## src/rtl/i2c_xfer_seq.sv

```systemverilog
// i2c_xfer_seq
// Transaction sequencer between the APB register block and i2c_master. A single
// accepted `go` becomes an optional multi-byte write burst followed by an
// optional repeated-start read of single-byte commands. Write bytes are held in
// a small first-word-fall-through FIFO that software may fill before `go`.
//
// Ports:
//   clk, rst                      clock, synchronous active-high reset
//   go, dev_addr, wr_len, rd_len  transaction request (latched on accepted go)
//   busy, done, nack, timeout     status to the register file
//   wr_data/wr_valid/wr_ready     push port into the TX FIFO
//   rd_data/rd_valid/rd_ready     read bytes (pass-through of rx_*)
//   cmd_*                         command stream to i2c_master
//   tx_*                          write data stream to i2c_master
//   rx_*                          read data stream from i2c_master (rx_tlast unused)
//   master_busy, missed_ack       status from i2c_master
//
// Optional feature: define I2C_XFER_TIMEOUT_EN to compile in a 16-bit watchdog
// that aborts a stalled transaction after TIMEOUT_CYCLES idle cycles.
module i2c_xfer_seq #(
  parameter int TX_DEPTH       = 4,
  parameter int TIMEOUT_CYCLES = 65535
) (
  input  logic       clk,
  input  logic       rst,
  input  logic       go,
  input  logic [6:0] dev_addr,
  input  logic [7:0] wr_len,
  input  logic [7:0] rd_len,
  output logic       busy,
  output logic       done,
  output logic       nack,
  output logic       timeout,
  input  logic [7:0] wr_data,
  input  logic       wr_valid,
  output logic       wr_ready,
  output logic [7:0] rd_data,
  output logic       rd_valid,
  input  logic       rd_ready,
  output logic [6:0] cmd_address,
  output logic       cmd_start,
  output logic       cmd_read,
  output logic       cmd_write,
  output logic       cmd_write_multiple,
  output logic       cmd_stop,
  output logic       cmd_valid,
  input  logic       cmd_ready,
  output logic [7:0] tx_tdata,
  output logic       tx_tvalid,
  input  logic       tx_tready,
  output logic       tx_tlast,
  input  logic [7:0] rx_tdata,
  input  logic       rx_tvalid,
  output logic       rx_tready,
  input  logic       rx_tlast,
  input  logic       master_busy,
  input  logic       missed_ack
);

  localparam int            AW       = $clog2(TX_DEPTH);
  localparam logic [AW:0]   DEPTH_C  = (AW + 1)'(TX_DEPTH);
  localparam logic [15:0]   TO_LIMIT = 16'(TIMEOUT_CYCLES);

  typedef enum logic [2:0] {
    S_IDLE     = 3'd0,
    S_WR_CMD   = 3'd1,
    S_WR_DATA  = 3'd2,
    S_RD_CMD   = 3'd3,
    S_RD_DRAIN = 3'd4,
    S_FINISH   = 3'd5
  } state_t;

  state_t      state_r, state_s, state_fsm_s;
  logic [6:0]  addr_r;
  logic [7:0]  wr_len_r, rd_len_r, rd_len_nx_s;
  logic [7:0]  tx_cnt_r, rd_cmd_cnt_r, rd_cmd_cnt_s, rx_cnt_r;
  logic        busy_r, done_r, nack_r, wr_ready_r;
  logic        cmd_valid_r, cmd_start_r, cmd_read_r, cmd_wm_r, cmd_stop_r;
  logic        cmd_valid_s, cmd_start_s, cmd_read_s, cmd_wm_s, cmd_stop_s;
  logic        accept_s, cmd_hs_s, pop_s, push_s, rx_beat_s, wd_fire_s, unused_s;
  logic [7:0]  mem_r [TX_DEPTH];
  logic [AW-1:0] wptr_r, rptr_r, wptr_s, rptr_s;
  logic [AW:0] count_r, count_s;

  assign cmd_hs_s  = cmd_valid_r && cmd_ready;
  assign tx_tvalid = (state_r == S_WR_DATA) && (count_r != '0);
  assign pop_s     = tx_tvalid && tx_tready;
  assign push_s    = wr_valid && wr_ready_r;
  assign rx_beat_s = rx_tvalid && rd_ready;

  // Next-state decode; the watchdog abort overrides the normal sequence.
  always_comb begin
    state_fsm_s = state_r;
    accept_s    = 1'b0;
    case (state_r)
      S_IDLE: begin
        // done_r is high in the first IDLE cycle, so a coincident go is dropped
        if (go && !done_r) begin
          accept_s = 1'b1;
          if (wr_len != 8'd0) state_fsm_s = S_WR_CMD;
          else if (rd_len != 8'd0) state_fsm_s = S_RD_CMD;
          else state_fsm_s = S_FINISH;
        end else begin
          state_fsm_s = S_IDLE;
        end
      end
      S_WR_CMD: begin
        if (cmd_hs_s) state_fsm_s = S_WR_DATA;
        else state_fsm_s = S_WR_CMD;
      end
      S_WR_DATA: begin
        if (pop_s && (tx_cnt_r == wr_len_r - 8'd1))
          state_fsm_s = (rd_len_r != 8'd0) ? S_RD_CMD : S_FINISH;
        else
          state_fsm_s = S_WR_DATA;
      end
      S_RD_CMD: begin
        if (cmd_hs_s && (rd_cmd_cnt_r == rd_len_r - 8'd1)) state_fsm_s = S_RD_DRAIN;
        else state_fsm_s = S_RD_CMD;
      end
      S_RD_DRAIN: begin
        if (rx_cnt_r == rd_len_r) state_fsm_s = S_FINISH;
        else state_fsm_s = S_RD_DRAIN;
      end
      S_FINISH: begin
        if (!master_busy) state_fsm_s = S_IDLE;
        else state_fsm_s = S_FINISH;
      end
      default: state_fsm_s = S_IDLE;
    endcase
    state_s = wd_fire_s ? S_FINISH : state_fsm_s;
  end

  // Command fields for the next cycle, so cmd_* come straight from flops.
  always_comb begin
    rd_len_nx_s = accept_s ? rd_len : rd_len_r;
    if (accept_s) rd_cmd_cnt_s = 8'd0;
    else if ((state_r == S_RD_CMD) && cmd_hs_s) rd_cmd_cnt_s = rd_cmd_cnt_r + 8'd1;
    else rd_cmd_cnt_s = rd_cmd_cnt_r;
    cmd_valid_s = 1'b0;
    cmd_start_s = 1'b0;
    cmd_read_s  = 1'b0;
    cmd_wm_s    = 1'b0;
    cmd_stop_s  = 1'b0;
    case (state_s)
      S_WR_CMD: begin
        cmd_valid_s = 1'b1;
        cmd_start_s = 1'b1;
        cmd_wm_s    = 1'b1;
        cmd_stop_s  = (rd_len_nx_s == 8'd0);
      end
      S_RD_CMD: begin
        cmd_valid_s = 1'b1;
        cmd_read_s  = 1'b1;
        cmd_start_s = (rd_cmd_cnt_s == 8'd0);
        cmd_stop_s  = (rd_cmd_cnt_s == rd_len_nx_s - 8'd1);
      end
      default: begin
        cmd_valid_s = 1'b0;
      end
    endcase
  end

  // FIFO pointer/occupancy update; a watchdog abort discards everything queued.
  always_comb begin
    wptr_s = push_s ? wptr_r + AW'(1) : wptr_r;
    if (wd_fire_s) begin
      rptr_s  = wptr_s;
      count_s = '0;
    end else begin
      rptr_s  = pop_s ? rptr_r + AW'(1) : rptr_r;
      count_s = count_r + {{AW{1'b0}}, push_s} - {{AW{1'b0}}, pop_s};
    end
  end

  // Sequencer state, latched request, counters, status and command flops.
  always_ff @(posedge clk) begin
    if (rst) begin
      state_r      <= S_IDLE;
      addr_r       <= 7'd0;
      wr_len_r     <= 8'd0;
      rd_len_r     <= 8'd0;
      tx_cnt_r     <= 8'd0;
      rd_cmd_cnt_r <= 8'd0;
      rx_cnt_r     <= 8'd0;
      busy_r       <= 1'b0;
      done_r       <= 1'b0;
      nack_r       <= 1'b0;
      wr_ready_r   <= 1'b0;
      cmd_valid_r  <= 1'b0;
      cmd_start_r  <= 1'b0;
      cmd_read_r   <= 1'b0;
      cmd_wm_r     <= 1'b0;
      cmd_stop_r   <= 1'b0;
      wptr_r       <= '0;
      rptr_r       <= '0;
      count_r      <= '0;
    end else begin
      state_r      <= state_s;
      rd_cmd_cnt_r <= rd_cmd_cnt_s;
      cmd_valid_r  <= cmd_valid_s;
      cmd_start_r  <= cmd_start_s;
      cmd_read_r   <= cmd_read_s;
      cmd_wm_r     <= cmd_wm_s;
      cmd_stop_r   <= cmd_stop_s;
      wptr_r       <= wptr_s;
      rptr_r       <= rptr_s;
      count_r      <= count_s;
      wr_ready_r   <= (count_s != DEPTH_C);
      done_r       <= (state_r == S_FINISH) && !master_busy;
      if (accept_s) begin
        addr_r   <= dev_addr;
        wr_len_r <= wr_len;
        rd_len_r <= rd_len;
        tx_cnt_r <= 8'd0;
        rx_cnt_r <= 8'd0;
        busy_r   <= 1'b1;
        nack_r   <= 1'b0;
      end else begin
        if (pop_s) tx_cnt_r <= tx_cnt_r + 8'd1;
        if ((state_r != S_IDLE) && rx_beat_s) rx_cnt_r <= rx_cnt_r + 8'd1;
        if ((state_r != S_IDLE) && missed_ack) nack_r <= 1'b1;
        if ((state_r == S_FINISH) && !master_busy) busy_r <= 1'b0;
      end
    end
  end

  // FIFO storage; contents need no reset because occupancy gates every read.
  always_ff @(posedge clk) begin
    if (push_s) mem_r[wptr_r] <= wr_data;
  end

`ifdef I2C_XFER_TIMEOUT_EN
  logic [15:0] wd_r;
  logic        timeout_r;

  assign wd_fire_s = busy_r && (state_r != S_IDLE) && (state_r != S_FINISH) && (wd_r == TO_LIMIT);
  assign timeout   = timeout_r;
  assign unused_s  = rx_tlast;

  // Watchdog: restarts on any progress, counts only while a transaction is open.
  always_ff @(posedge clk) begin
    if (rst) begin
      wd_r      <= 16'd0;
      timeout_r <= 1'b0;
    end else begin
      if (!busy_r || (state_s != state_r) || cmd_hs_s || pop_s || rx_beat_s) wd_r <= 16'd0;
      else wd_r <= wd_r + 16'd1;
      if (accept_s) timeout_r <= 1'b0;
      else if (wd_fire_s) timeout_r <= 1'b1;
    end
  end
`else
  assign wd_fire_s = 1'b0;
  assign timeout   = 1'b0;
  assign unused_s  = ^{rx_tlast, TO_LIMIT};
`endif

  assign busy               = busy_r;
  assign done               = done_r;
  assign nack               = nack_r;
  assign wr_ready           = wr_ready_r;
  assign cmd_address        = addr_r;
  assign cmd_valid          = cmd_valid_r;
  assign cmd_start          = cmd_start_r;
  assign cmd_read           = cmd_read_r;
  assign cmd_write          = 1'b0;
  assign cmd_write_multiple = cmd_wm_r;
  assign cmd_stop           = cmd_stop_r;
  assign tx_tdata           = tx_tvalid ? mem_r[rptr_r] : 8'd0;
  assign tx_tlast           = tx_tvalid && (tx_cnt_r == wr_len_r - 8'd1);
  assign rd_data            = rx_tdata;
  assign rd_valid           = rx_tvalid;
  assign rx_tready          = rd_ready;

endmodule

```

## config.mk

```make
export PLATFORM = sky130hd
export DESIGN_NAME = i2c_xfer_seq
export DESIGN_NICKNAME = d
export VERILOG_FILES = /design/src/rtl/i2c_xfer_seq.sv
export SDC_FILE = /design/constraint.sdc
export NUM_CORES = 1
export LEC_CHECK = 0
export ABC_AREA = 1
export BUFFER_PORTS_ARGS = -buffer_cell sky130_fd_sc_hd__buf_2
export CORE_UTILIZATION = 55
export DETAILED_ROUTE_END_ITERATION = 6
export PLACE_DENSITY = 0.87
export SLEW_MARGIN = 20
export SYNTH_ARGS = -nofsm -noshare
export SYNTH_HDL_FRONTEND = slang
export SYNTH_SLANG_ARGS = --single-unit
```

## constraint.sdc

```tcl
create_clock -name clk -period 2.9 [get_ports clk]
set_clock_uncertainty 0.2 [all_clocks]
set_input_delay 0.29 -clock clk [delete_from_list [all_inputs] [get_ports clk]]
set_output_delay 0.29 -clock clk [all_outputs]
set_load 0.05 [all_outputs]
```

==> results.md, run 1 <==
Outcome:
- The run finished with clean final reports.

Synthesis:
- The count of cell types in the netlist is 34.
- In this run, synthesis produced a sequential element count of 100.
- The total of warnings raised by yosys is 0.
- The post-synthesis area per instance is 7.260 µm².
- The share of synthesized registers carrying an async set or reset is 0.
- The fraction of the yosys area taken by sequential cells is 0.4334.
- The number of enable-type register cells in the synthesized netlist is 32.
- Yosys instantiated no cell more often than sky130_fd_sc_hd__nand2_1.
- The commonest cells after synthesis are sky130_fd_sc_hd__nand2_1 (164), sky130_fd_sc_hd__nor2_1 (123), sky130_fd_sc_hd__inv_1 (89).
- For this run, the leading register cell type out of synthesis is sky130_fd_sc_hd__dfxtp_1.
- Sorting the synthesized cells by area gives the leading types as sky130_fd_sc_hd__dfxtp_1 (25%), sky130_fd_sc_hd__edfxtp_1 (18%), sky130_fd_sc_hd__nand2_1 (11%), sky130_fd_sc_hd__nor2_1 (8.6%), sky130_fd_sc_hd__inv_1 (6.2%).
- The synthesized cell area is 5358 µm².
- The post-synthesis cell count is 738.
- The largest area contributor in the netlist is sky130_fd_sc_hd__dfxtp_1.
- The portion of synthesized cell area occupied by the leading cell type is 0.2541.

Power and ir drop:
- In this run the static leakage power is 0.002839 µW.
- The fraction of power consumed by sequential logic is 0.504.
- Of the total power, the share spent switching nets is 0.3303.
- IR analysis of the VDD net gives a maximum drop of 0.2993 mV.
- The power density over cell area is 501.5 nW/µm².
- Of the total power, combinational logic draws 0.218.
- In this run the power spent charging and discharging nets is 1020 µW.
- Of the total power, the clock network draws 0.278.
- Cell internal power was estimated by the tool at 2067 µW.

Setup path:
- The endpoint identified for the worst register-to-register timing path is wr_ready$_SDFF_PP0_.
- The slowest stage of the critical path belongs to the cell sky130_fd_sc_hd__dfxtp_4.
- At the worst endpoint, the arrival time is 2.76 ns.
- The kind of start point of the critical path is a flip-flop.
- The critical path goes through nand2_1, nor2_2, nand2_2, clkinvlp_4, nand2_1, inv_1, ha_1, inv_1, ha_1, inv_1, fa_1, xnor2_1, xor2_1, o21ai_0, inv_1.
- The setup slack of the worst register-to-register path is 0.25 ns.
- Counting both buffers and inverters, the worst setup path holds a total of 5.
- STA classifies the critical path endpoint as a flip-flop.
- Counting cells, the worst reg-to-reg path comes to 15.
- The worst reg2reg path startpoint is state_r[1]$_SDFF_PP0_.
- The cell family contributing the most delay on the critical path is adder cells.
- The largest single stage delay on the critical path is 0.39 ns.
- The kind of critical path is reg -> reg.
- Among the stages of the critical path, the cell type that occurs most often is sky130_fd_sc_hd__inv_1.
- Data on the critical path is required at its endpoint by 3.01 ns.
- The maximum fanout along the worst path is 5.

Min path:
- The type of the worst min-delay path is in -> reg.
- The worst hold path startpoint is wr_len[1].
- The cell depth of the worst hold path is 3.
- The path with the worst hold slack has its endpoint at wr_len_r[1]$_SDFFE_PP0N_.

CTS:
- The cell sitting at the root of the clock tree is a sky130_fd_sc_hd__clkbuf_8.
- The post-CTS setup repair buffer count is 0.
- The number of CTS-inserted buffers is 9.
- The clock latency on the worst-skew pair is 0.37 ns.
- The TritonCTS clock tree is built.
- The clock net in this run drives a total of 100 sinks.
- The clock slew at the register clock pins of the worst setup and hold paths is 0.10 ns.
- The maximum level of the CTS H-tree is 3.
- The worst-case clock buffer depth is 2.

Routing:
- The routed design has 12,300 µm of wire.
- For this block, the via count after detailed routing is 4,925.
- The total length of routed met2 wires is 6237 µm.
- In the routed design, unresolved DRC markers number 0.
- The detailed-routing iteration count for the pre-antenna-repair pass is 5.
- In the final routed layout, each cell accounts on average for 12.95 µm.
- Dividing the detail-routed via count by the number of cells gives 5.184.
- Detailed routing placed a total of 625 µm of wire on met3.
- For this block, wires on met1 add up to 5190 µm.
- In this run, the number of DRC markers left after iteration 0 of detailed routing was 271.
- The top routing layer in use is met4.
- Once detail routing completed, the nets flagged for antenna violations numbered 0.

Floorplan:
- The number of placement rows is 35.
- The vertical die dimension is 100.7 µm.
- The placeable core area is 9328 µm².
- The die covers 10,140 µm².
- The top-level I/O count is 88.
- The initial cell density of the core is 0.5744.
- The x dimension of the die is 100.7 µm.

STA:
- The hold violation count in the final report is 0.
- Summed over all failing endpoints, the final setup total negative slack is 0 ns.
- The transition time of the tightest slew-check pin is 0.7769 ns.
- The max-slew headroom at the worst pin is 0.4801.
- The clock period minus worst slack is 2.646 ns.
- Timing would allow up to 377.9 MHz.
- Setup violations remaining at the end of the flow were counted as 0.
- Setup repair after global routing left no endpoint under its margin.
- The part of the cycle the worst path needs is 0.9125.
- The total count of max-transition violations in the final report is 0.

Global routing:
- The number of global-route vias before repair came to 4,753.
- The total routing usage reported by global routing is 0.2642.
- The total grt overflow is 0.
- The largest net degree at the start of global routing is 33.
- The number of antenna violations at the first check in global routing came to 0.
- The wire length of the first global-routing pass is 21,130 µm.

Job:
- The tool flagged a number of max-cap violations equal to 0.

Placement:
- Counting tap cells, the placed design contains a total of 916 instances.
- The placer congestion estimate is 0.8924.
- The post-detailed-placement half-perimeter wirelength is 8964 µm.
- The count of input and output buffers is 68.

Layout:
- Of the cells placed in the final design, the portion with a size suffix greater than 1 is 0.1474.
- The antenna diode instance count is 0.
- The area growth from synthesis to layout is 14.90%.
- After the flow finishes, the layout carries non-filler instances totaling 950.
- The final layout contains 880 nets.
[cells in the final DEF, fill, tap and decap left out, types with 3 or more instances in the layout]
master	instances
sky130_fd_sc_hd__buf_2	67
sky130_fd_sc_hd__nand4_1	20
sky130_fd_sc_hd__nand2_1	164
sky130_fd_sc_hd__nor2_2	5
sky130_fd_sc_hd__clkinvlp_4	3
sky130_fd_sc_hd__xnor2_1	6
sky130_fd_sc_hd__dfxtp_1	65
sky130_fd_sc_hd__inv_2	3
sky130_fd_sc_hd__nor2_4	4
sky130_fd_sc_hd__xor2_1	13
sky130_fd_sc_hd__buf_4	9
sky130_fd_sc_hd__edfxtp_1	32
sky130_fd_sc_hd__ha_1	13
sky130_fd_sc_hd__clkbuf_8	9
sky130_fd_sc_hd__dlygate4sd3_1	18
sky130_fd_sc_hd__nand2_2	7
sky130_fd_sc_hd__a21oi_1	36
sky130_fd_sc_hd__o21ai_0	46
sky130_fd_sc_hd__inv_1	88
sky130_fd_sc_hd__nor2_1	122
sky130_fd_sc_hd__nor3_1	7
sky130_fd_sc_hd__inv_8	3
sky130_fd_sc_hd__nor4_1	5
sky130_fd_sc_hd__nand3_1	55
[how the worst max path moves through the flow]
stage / start / end / slack, ns / cells after the start
finish: state_r[1]$_SDFF_PP0_ / wr_ready$_SDFF_PP0_ / 0.25 / 15
global placement: state_r[1]$_SDFF_PP0_ / wr_ready$_SDFF_PP0_ / 0.27 / 15
floorplan: state_r[2]$_SDFF_PP0_ / wr_ready$_SDFF_PP0_ / 0.05 / 16
detailed placement: state_r[1]$_SDFF_PP0_ / wr_ready$_SDFF_PP0_ / 0.17 / 15
CTS: wr_len_r[0]$_SDFFE_PP0N_ / tx_tlast / 0.12 / 11
global route: count_r[1]$_SDFF_PP0_ / wr_ready$_SDFF_PP0_ / 0.01 / 15
[power by group through the flow]
stage	sequential [µW]	clock, µW	combinational (µW)
final	1560	859	672
after global placement	1590	0	628
after CTS	1550	871	667
after floorplan	1650	0	456
after detailed placement	1590	0	645
after global routing	1570	945	758
[repair_timing]
| item | in CTS | in global routing |
|---|---|---|
| setup endpoints to repair | 0 | 4 |
| hold buffers | 18 | 0 |
| gates resized for setup | 0 | 7 |
| endpoints found under the hold margin | 42 | 0 |
[per-layer routing]
layer | vias up | GRT usage
met5 | - | 0
met4 | 0 | 0.1048
met3 | 28 | 0.04369
met2 | 141 | 0.4647
met1 | 2233 | 0.3226
li1 | 2523 | -
[worst register-to-register path, cell delays in order, from the launching register on]
cell and delay, ns:
sky130_fd_sc_hd__dfxtp_4 0.39, sky130_fd_sc_hd__nand2_1 0.07, sky130_fd_sc_hd__nor2_2 0.12, sky130_fd_sc_hd__nand2_2 0.09, sky130_fd_sc_hd__clkinvlp_4 0.08, sky130_fd_sc_hd__nand2_1 0.06
sky130_fd_sc_hd__inv_1 0.13, sky130_fd_sc_hd__ha_1 0.26, sky130_fd_sc_hd__inv_1 0.06, sky130_fd_sc_hd__ha_1 0.14, sky130_fd_sc_hd__inv_1 0.05, sky130_fd_sc_hd__fa_1 0.37
sky130_fd_sc_hd__xnor2_1 0.19, sky130_fd_sc_hd__xor2_1 0.22, sky130_fd_sc_hd__o21ai_0 0.11, sky130_fd_sc_hd__inv_1 0.07
[through the flow]
stage | hold WS, ns | util | instance area (µm²) | worst slack [ns] | total power (µW)
2_1_floorplan | 0.1889 | - | 5371 | 0.04600 | 2103
3_3_place_gp | 0.2471 | 0.6190 | 5774 | 0.2670 | 2214
3_5_place_dp | 0.2503 | 0.6190 | 5774 | 0.1717 | 2232
4_1_cts | 0.006393 | 0.6588 | 6145 | 0.1182 | 3093
5_1_grt | 0.02197 | 0.6600 | 6156 | 0.01260 | 3267
6_report | 0.01548 | 0.6600 | 6156 | 0.2538 | 3087
[state kept, by name, indices dropped and copies added, names as in the netlist, named ones only]
name / cells
cmd_write_multiple: 1
rptr_r: 2
rd_cmd_cnt_r: 8
wr_len_r: 8
rd_len_r: 8
tx_cnt_r: 8
count_r: 3
cmd_stop: 1
rx_cnt_r: 8
wptr_r: 2
cmd_valid: 1
busy: 1
nack: 1
state_r: 3
wr_ready: 1
cmd_read: 1
cmd_address: 7
mem_r: 32
done: 1
cmd_start: 1
[layout make-up]
class                      instances  area [µm²]
clock buffer                       9       123.9
clock inverter                     7       66.31
fill                             790        3172
inverter                          92       349.1
multi-input combinational        519        2544
sequential                       100        2328
tap                              129       161.4
timing repair buffer              94       583.1
[cells by family after synthesis]
group	synth area share
DFF	0.4334
adders and majority gates	0.03410
AOI/OAI and AO/OA	0.08291
other	0.0006999
and+or+nand+nor	0.3237
xor gates and xnor gates	0.03106
buffers and inverters	0.09411
Note: power is estimated with default switching activity, not from simulation.
==> run 2: changes to the inputs <==
--- a/config.mk
+++ b/config.mk
@@ -7,9 +7,11 @@
 export LEC_CHECK = 0
 export ABC_AREA = 1
 export BUFFER_PORTS_ARGS = -buffer_cell sky130_fd_sc_hd__buf_2
-export CORE_UTILIZATION = 55
+export CELL_PAD_IN_SITES_DETAIL_PLACEMENT = 0
+export CELL_PAD_IN_SITES_GLOBAL_PLACEMENT = 1
+export CORE_UTILIZATION = 41
 export DETAILED_ROUTE_END_ITERATION = 6
-export PLACE_DENSITY = 0.87
+export PLACE_DENSITY = 0.89
 export SLEW_MARGIN = 20
 export SYNTH_ARGS = -nofsm -noshare
 export SYNTH_HDL_FRONTEND = slang
==> results.md, run 2 (synthesis gave the netlist of run 1 again) <==
Outcome:
- The flow ran to the end, and the final reports show no timing, DRC or antenna violations.

Routing:
- The residual antenna-violating net count after detailed routing came to 0 (unchanged).
- The via count is 4,889 (-0.73%).
- The sum of routed wire length over all layers is 13,270 µm (+7.9%).
- The per-cell routed wire length is 13.35 µm (+3.1%).
- The total DRC errors in the routed layout was 0 (unchanged).
- The detailed-routing iteration count for the pre-antenna-repair pass was 5 (unchanged).
- The vias per cell came to 4.919 (-5.1%).
- The violation count after the first detailed-routing iteration was 254 (-6.3%).

Setup path:
- The worst path buffer plus inverter count is 3 (-2).
- Walking the worst path, the cells encountered are inv_1, ha_1, nand2_1, nor2_2, inv_1, nand2_1, nand2_1, nor2_1, nand3_1, nor4_2, buf_4.
- The maximum fanout along the worst path was 5 (unchanged).
- The critical path data required time was 2.41 ns (-0.60 ns).
- The endpoint identified for the worst register-to-register timing path is wr_ready$_SDFF_PP0_.
- The worst reg2reg path startpoint is state_r[1]$_SDFF_PP0_.
- The data arrival time of the critical path is 2.18 ns (-0.58 ns).
- The critical path is of the reg -> out type.
- The worst stage delay on the critical path is 0.31 ns (-0.08 ns).
- The worst setup path is launched from a flip-flop.
- The cell family contributing the most delay on the critical path is simple AND/OR/NAND/NOR gates.
- The cell repeated most along the worst path is sky130_fd_sc_hd__nand2_1.
- The depth of the worst register-to-register path came to 15 (unchanged).
- The setup slack of the worst register-to-register path is 0.25 ns (about the same).
- The largest individual stage delay along the critical path comes from the cell sky130_fd_sc_hd__dfxtp_1.
- The element type at the critical path end is an output port.

STA:
- The clock period minus worst slack is 2.673 ns (+0.02698 ns).
- The total of endpoints with negative setup slack in the final report came to 0 (unchanged).
- The top achievable clock speed came to 374.1 MHz (-1.0%).
- The total count of max-transition violations in the final report came to 0 (unchanged).
- The worst path setup slack after routing is 0.2268 ns (-0.02698 ns).
- The aggregate negative setup slack is 0 ns (unchanged).
- The hold slack is 0.003888 ns (-0.01159 ns).
- The hold violation count in the final report is 0 (unchanged).
- The max-slew headroom at the worst pin is 0.4689 (-0.01123).
- The part of the cycle the worst path needs is 0.9218 (+0.009303).
- The transition time of the tightest slew-check pin was 0.7937 ns (+0.01678 ns).
- Setup repair after global routing left no endpoint under its margin.

Min path:
- The cell depth of the worst hold path was 3 (unchanged).
- The hold path endpoint is cmd_address[0]$_SDFFE_PP0N_.
- The worst hold path startpoint is dev_addr[0].
- The min-delay analysis places its worst path in the category in -> reg.

Layout:
- The net count of the finished layout is 881 (+0.11%).
- The area taken by multi-input logic gates is 2544 µm² (unchanged).
- The sequential cell area is 2323 µm² (-0.21%).
- Leaving out fill and tap cells, the most frequent cell in the layout is sky130_fd_sc_hd__nand2_1.
- The final standard cell utilization of the core was 0.4976 (-0.1624).
- The share of cells above drive strength 1 is 0.1484 (+0.001037).
- Counting flops per register, the top entry is mem_r.
- The number of flip-flops in the largest register is 32 (unchanged).
- The post-route cell area came to 6305 µm² (+2.4%).
- In the layout the commonest cells are sky130_fd_sc_hd__nand2_1 (164), sky130_fd_sc_hd__nor2_1 (122), sky130_fd_sc_hd__inv_1 (88).
- The total of fill cells in the finished design is 1,267 (+60%).
- The antenna diode instance count is 0 (unchanged).
- The layout-stage area growth over the synthesis result is 17.68%.

Global routing:
- The largest net degree at the start of global routing came to 25 (-24%).
- The total routing usage reported by global routing is 0.2114 (-0.05280).
- The number of antenna violations at the first check in global routing is 0 (unchanged).
- The total grt overflow is 0 (unchanged).
- The number of global-route vias before repair came to 4,859 (+2.2%).
- The wire length of the first global-routing pass is 22,200 µm (+5.1%).

Power and ir drop:
- The fraction of power consumed by sequential logic is 0.455 (-0.049).
- The net switching power of the design is 1083 µW (+6.2%).
- The internal power summed over all cells was 2345 µW (+13%).
- The net switching share of the total power is 0.3160 (-0.01431).
- The power density over cell area was 543.7 nW/µm² (+8.4%).
- The maximum vdd ir drop was 0.2669 mV (-11%).
- The clock network power share is 0.345 (+0.067).
- The leakage power figure is 0.002894 µW (+1.9%).
- The combinational fraction of design power was 0.200 (-0.018).

CTS:
- The worst-case clock buffer depth was 2 (unchanged).
- The TritonCTS clock tree is built.
- The maximum level of the CTS H-tree is 3 (unchanged).
- The root buffer cell chosen for the clock tree is sky130_fd_sc_hd__clkbuf_16.
- The number of CTS-inserted buffers came to 9 (unchanged).
- The clock latency on the worst-skew pair is 0.35 ns (-0.02 ns).
- The clock slew at the register clock pins of the worst setup and hold paths is 0.07 ns (-0.03 ns).
- The number of clock sinks seen by CTS is 100 (unchanged).

Job:
- The reported max-cap violation count is 0 (unchanged).

Placement:
- The placer congestion estimate is 0.8858 (-0.74%).
- The count of input and output buffers is 68 (unchanged).
- The post-detailed-placement half-perimeter wirelength is 9940 µm (+11%).
- The placement-stage cell area is 5843 µm² (+1.2%).
- The worst setup slack after placement is 0.1376 ns (-0.03419 ns).

Floorplan:
- The vertical die dimension is 116.3 µm (+16%).
- The area enclosed by the die boundary is 13,530 µm² (+33%).
- The number of placement rows is 41 (+17%).
- The x dimension of the die came to 116.3 µm (+16%).
- The initial cell density of the core is 0.4228 (-0.1515).
- The top-level I/O count is 88 (unchanged).
- The placeable core area is 12,670 µm² (+36%).
[run 2: cell count changes in the layout (fill, tap and decap cells not counted), moves of 2 or more]
cell	change
sky130_fd_sc_hd__clkbuf_8	-9
sky130_fd_sc_hd__dfxtp_1	+2
sky130_fd_sc_hd__buf_4	+4
sky130_fd_sc_hd__clkbuf_16	+9
sky130_fd_sc_hd__dlygate4sd3_1	-3
[run 2: tightest hold or removal path, cell delays in order]
cell and delay, ns:
sky130_fd_sc_hd__buf_2 0.07, sky130_fd_sc_hd__o21ai_0 0.07, sky130_fd_sc_hd__nor2_1 0.08
[run 2: how the worst max path moves through the flow]
stage / endpoint / slack, ns / from / depth (start not counted)
after floorplan: wr_ready$_SDFF_PP0_ / 0.05 / state_r[2]$_SDFF_PP0_ / 16
after global placement: wr_ready$_SDFF_PP0_ / 0.29 / state_r[1]$_SDFF_PP0_ / 15
after detailed placement: wr_ready$_SDFF_PP0_ / 0.14 / state_r[1]$_SDFF_PP0_ / 15
after CTS: wr_ready$_SDFF_PP0_ / 0.11 / state_r[1]$_SDFF_PP0_ / 15
after global routing: cmd_stop$_SDFF_PP0_ / 0.004 / state_r[0]$_SDFF_PP0_ / 16
final: tx_tlast / 0.23 / wr_len_r[0]$_SDFFE_PP0N_ / 11
[run 2: per-layer routing]
layer,track usage,share of wire,up-vias
li1,-,-,2526
met1,0.2511,0.44,2244
met3,0.03529,0.034,21
met5,0,0,-
met2,0.3826,0.50,98
met4,0.07521,0.018,0
[run 2: area by class of cell]
| class | instances | share of cell area |
|---|---|---|
| Multi-Input combinational cell | 519 | 0.4035 |
| Sequential cell | 100 | 0.3685 |
| Timing Repair Buffer | 95 | 0.09248 |
| Inverter | 92 | 0.05537 |
| Clock buffer | 9 | 0.03572 |
| Tap cell | 172 | 0.03413 |
| Clock inverter | 7 | 0.01032 |
[run 2: what timing repair did]
| action | CTS | global route |
|---|---|---|
| hold endpoints to repair | 39 | 0 |
| buffers inserted | 0 | 2 |
| resized for setup | 0 | 5 |
| hold buffers | 15 | 0 |
| setup endpoints to repair | 0 | 3 |
[run 2: power by group through the flow]
stage                     Clock [µW]  Sequential, µW  Combinational [µW]
after floorplan                    0            1650                 456
after global placement             0            1590                 646
after detailed placement           0            1590                 662
after CTS                       1200            1560                 682
after global routing            1250            1570                 779
final                           1180            1560                 686
[run 2: stage by stage]
stage / total power, µW / instances
floorplan: 2103 / 739
global placement: 2232 / 961
detailed placement: 2253 / 961
CTS: 3443 / 992
global route: 3601 / 994
finish: 3428 / 994
